**config.mk**
```make
export PLATFORM = sky130hd
export DESIGN_NAME = pc_call_stack
export DESIGN_NICKNAME = d
export VERILOG_FILES = /design/src/rtl/pc_call_stack.sv
export SDC_FILE = /design/constraint.sdc
export NUM_CORES = 1
export LEC_CHECK = 0
export ABC_CLOCK_PERIOD_IN_PS = 3400
export CAP_MARGIN = 20
export CORE_AREA = 2 2 139 141
export DETAILED_ROUTE_END_ITERATION = 16
export DIE_AREA = 0 0 141 143
export SYNTH_ARGS = -nofsm -noshare
export SYNTH_HDL_FRONTEND = slang
export SYNTH_SLANG_ARGS = --single-unit
```
**constraint.sdc**
```tcl
create_clock -name clk -period 3.4 [get_ports clk]
set_input_delay 0.68 -clock clk [delete_from_list [all_inputs] [get_ports clk]]
set_output_delay 0.68 -clock clk [all_outputs]
set_load 0.01 [all_outputs]
```
**src/rtl/pc_call_stack.sv**
```systemverilog
// Program counter with a hardware return-address stack.
// Drives the instruction memory address; targets come from decode.
module pc_call_stack #(
  parameter int WIDTH = 16,
  parameter int DEPTH = 8
) (
  input  logic                     clk,
  input  logic                     reset,
  input  logic [WIDTH-1:0]         in,
  input  logic                     load,
  input  logic                     inc,
  input  logic                     call,
  input  logic                     ret,
  output logic [WIDTH-1:0]         out,
  output logic [$clog2(DEPTH):0]   depth,
  output logic                     full,
  output logic                     empty,
  output logic                     err
);

  localparam int AW = $clog2(DEPTH);
  localparam int DW = AW + 1;

  logic [WIDTH-1:0] out_q, out_d;
  logic [DW-1:0]    depth_q, depth_d;
  logic             err_q, err_d;

  logic [WIDTH-1:0] stack_q [DEPTH];

  logic [WIDTH-1:0] pc_inc;
  logic [AW-1:0]    top_idx;
  logic [AW-1:0]    push_idx;
  logic             push;
  logic             is_full;
  logic             is_empty;

  assign pc_inc   = out_q + WIDTH'(1);
  assign push_idx = depth_q[AW-1:0];
  // At depth==DEPTH the low bits wrap to 0, so -1 lands on DEPTH-1.
  assign top_idx  = depth_q[AW-1:0] - AW'(1);
  assign is_full  = (depth_q == DW'(DEPTH));
  assign is_empty = (depth_q == '0);

  always_comb begin
    out_d   = out_q;
    depth_d = depth_q;
    err_d   = err_q;
    push    = 1'b0;
    if (ret) begin
      if (is_empty) begin
        err_d = 1'b1;
      end else begin
        out_d   = stack_q[top_idx];
        depth_d = depth_q - DW'(1);
      end
    end else if (call) begin
      if (is_full) begin
        err_d = 1'b1;
      end else begin
        push    = 1'b1;
        out_d   = in;
        depth_d = depth_q + DW'(1);
      end
    end else if (load) begin
      out_d = in;
    end else if (inc) begin
      out_d = pc_inc;
    end
  end

  always_ff @(posedge clk or posedge reset) begin
    if (reset) begin
      out_q   <= '0;
      depth_q <= '0;
      err_q   <= 1'b0;
    end else begin
      out_q   <= out_d;
      depth_q <= depth_d;
      err_q   <= err_d;
    end
  end

  // Storage is not reset; entries above depth are never read.
  always_ff @(posedge clk) begin
    if (push && !reset) begin
      stack_q[push_idx] <= pc_inc;
    end
  end

  assign out   = out_q;
  assign depth = depth_q;
  assign full  = is_full;
  assign empty = is_empty;
  assign err   = err_q;

endmodule

```
==> reports/metrics.csv <==
stage;metric;value;unit
outcome;status;completed;
clock_network;cts_tree;done;
routing;via_count;3882;
clock_network;htreeDepth;4;
finish;area_growth;21.8;%
floorplan;initial_core_util;34.7;%
routing;drc;0;
sta;worst_slack;0.544;ns
power;power.leakage;2.71;nW
placement;gp_congestion;0.826;
sta;finalHoldViolations;0;
clock_network;cts_resized;0;
global_routing;globalRoute.totalOverflow;0;
power;p_int;4.79;mW
power;comb_power_share;37.2;%
worst_setup_path;cp-startpoint;depth[1]$_DFFE_PP0P_;
finish;drive_above_1_share;20.5;%
global_routing;grt_usage;16.7;%
clock_network;clk_latency;0.42;ns
placement;numPlacedInstances;681;
synthesis;synth-main-ff-cell;edfxtp_1;
worst_hold_path;min_path_cells;1;
worst_setup_path;worstReg2RegStart;depth[1]$_DFFE_PP0P_;
routing;post_drt_wl_per_cell;22.4;um
sta;setup-violations-final;0;
floorplan;die_w;141;um
placement;io_buffer_count;44;
global_routing;met1_usage;23.7;%
global_routing;top_usage_layer;met2;
placement;dp_slack;0.728;ns
clock_network;cts_buffers;17;
worst_setup_path;critPathLaunchType;flip-flop;
clock_network;cts.reportedPaths.clkPinSlew;0.06;ns
worst_hold_path;hp-start;err$_DFFE_PP0P_;
routing;drt_first_pass_iters;4;
power;peakVddDrop;0.317;mV
worst_hold_path;hold_class;flip-flop to flip-flop;
sta;worst-slew-pin-transition;0.888;ns
clock_network;cts.sinks;149;
worst_setup_path;r2r.worst_path.cells;8;
power;swShare;35.2;%
sta;maxSlewHeadroom;40.7;%
routing;wirelength;16.0;mm
global_routing;grt_pass1_vias;3969;
power;p_per_area;940;mW/mm^2
global_routing;grt_pass1_wl;24.4;mm
global_routing;antenna_found_initial;0;
clock_network;postCtsHoldBufs;0;
power;switching_power;2.60;mW
sta;period_share;84.0;%
worst_setup_path;path_class;flip-flop to primary output;
worst_setup_path;crit_required;2.72;ns
job;drv_cap;0;
routing;drt_iter0_drc;421;
sta;min_period;2.86;ns
finish;final_common_cell;edfxtp_1;
floorplan;die_area;0.0202;sq mm
finish;fin_cells;713;
global_routing;met2_usage;25.2;%
finish;utilization;42.3;%
synthesis;synth_edf_count;128;
power;total_power;7.39;mW
routing;final_antenna_net_count;0;
finish;fillers;1598;
global_routing;grt_start_max_net_pins;30;
sta;skew;0.00866;ns
floorplan;rows;50;
sta;fin_setup_tns;0;ns
synthesis;netlist_area;0.00646;sq mm
global_routing;grtUsageMet3;3.69;%
synthesis;ys_ff_latch;149;
worst_hold_path;min_to;err$_DFFE_PP0P_;
worst_setup_path;regToRegSetupSlack;0.72;ns
synthesis;netlist_instances;398;
finish;antenna_cells;0;
sta;max_freq;350;MHz
synthesis;syn-num-nets;426;
worst_setup_path;crit_arrival;2.18;ns
floorplan;dieHeight;143;um
placement;hpwl;11.1;mm
synthesis;syn_area_per_cell;16.2;sq um
clock_network;cts_root_buf;clkbuf_16;
synthesis;ys_seq_area_share;67.7;%
power;power_frac_seq;37.5;%
sta;final_max_slew_viol_count;0;
floorplan;coreArea;0.0186;sq mm
worst_setup_path;worstSetupEndpointType;primary output;
synthesis;async_reset_ff_share;14.1;%
worst_setup_path;path_max_fanout;8;
clock_network;post_cts_buffers;0;
floorplan;ios;45;
sta;rsz0062_at_grt;false;
finish;fin_nets;494;
clock_network;clockBufferDepth;2;
finish;final_cell_mix;128 x edfxtp_1, 44 x clkdlybuf4s50_1, 41 x nand2_1, 30 x mux4_2, 29 x nor2_1;
worst_setup_path;timing.rr.end;out[10]$_DFFE_PP0P_;
power;p_clk_share;25.2;%
synthesis;ys_types;55;
routing;avgViaCountPerCell;5.44;
synthesis;synth-warning-count;0;
==> state kept, by name, indices dropped and copies added (netlist names) <==
signal / count
stack_q: 128
depth: 4
out: 16
err: 1
==> layout make-up <==
class | count | area, sq um | share of cell area, %
clock buffer | 17 | 425 | 5.41
inverter | 9 | 33.8 | 0.430
timing repair buffer | 62 | 576 | 7.32
sequential | 149 | 4370 | 55.6
clock inverter | 15 | 173 | 2.20
tap | 234 | 293 | 3.72
multi-input combinational | 227 | 1990 | 25.3
==> cells in the mapped netlist, drive strengths merged (2+ instances only) <==
cell type  count  share of area (%)
ha             5               0.97
nand3          6               0.70
xnor2         13                1.8
nand2         41                2.4
or2            2               0.19
inv            7               0.41
xor2           6                1.1
a221oi         2               0.27
a21oi         20                1.6
nor3           5               0.74
o32a           3               0.47
nor2          29                1.7
nand2b         3               0.29
buf           10               0.93
clkinv         2               0.12
o21ai         16                1.2
a31oi          3               0.29
dfrtp         21                8.1
nand4          3               0.39
edfxtp       128                 60
mux4          32                 11
clkbuf         3               0.17
a21o           5               0.60
o22ai          2               0.19
o211ai         4               0.47
a221o          3               0.47
nand3b         4               0.47
mux2i          6               0.93
and4           2               0.33
==> worst max path at each step <==
| stage | end | slack (ns) | cells after the start |
|---|---|---|---|
| after global routing | empty | 0.40 | 5 |
| after detailed placement | out[11]$_DFFE_PP0P_ | 0.73 | 7 |
| after CTS | full | 0.52 | 4 |
| final | empty | 0.54 | 5 |
| after floorplan | stack_q[7][0]$_DFFE_PP_ | 0.31 | 9 |
| after global placement | out[11]$_DFFE_PP0P_ | 0.75 | 7 |
==> power by group through the flow <==
stage	clock network, mW	logic, mW	registers [mW]
floorplan	0	1.74	2.76
global placement	0	2.70	2.80
detailed placement	0	2.76	2.81
CTS	1.91	2.78	2.77
global route	1.99	2.97	2.80
finish	1.87	2.75	2.77
==> per-layer routing <==
layer / part of all wire, % / vias up
met2: 47 / 119
met3: 5.1 / 26
met5: 0 / -
met4: 2.5 / 0
met1: 46 / 2030
li1: - / 1707
==> worst max-delay path, cell delays in order, from the launching register on <==
cell,delay [ns]
dfrtp_1,0.52
inv_1,0.26
ha_1,0.21
nand2b_1,0.10
nor2_1,0.11
clkdlybuf4s50_1,0.55
==> stage by stage <==
stage | hold slack [ns] | cell area, sq um
after CTS | 0.483 | 7860
after global routing | 0.500 | 7860
after global placement | 0.460 | 7260
final | 0.473 | 7860
after detailed placement | 0.469 | 7260
after floorplan | 0.512 | 6470
==> kinds of logic (layout without fill, tap and decap cells) <==
group	count (synthesis)	after routing	share of synthesized area, %
muxes	39	39	12.4
adders and majority gates	6	6	1.28
DFF	149	149	67.7
xor gates and xnor gates	19	19	2.87
buffers and inverters	22	103	1.63
and+or+nand+nor	98	98	7.58
AOI/OAI and AO/OA	65	65	6.59
Power figures use the tool's default switching activity.
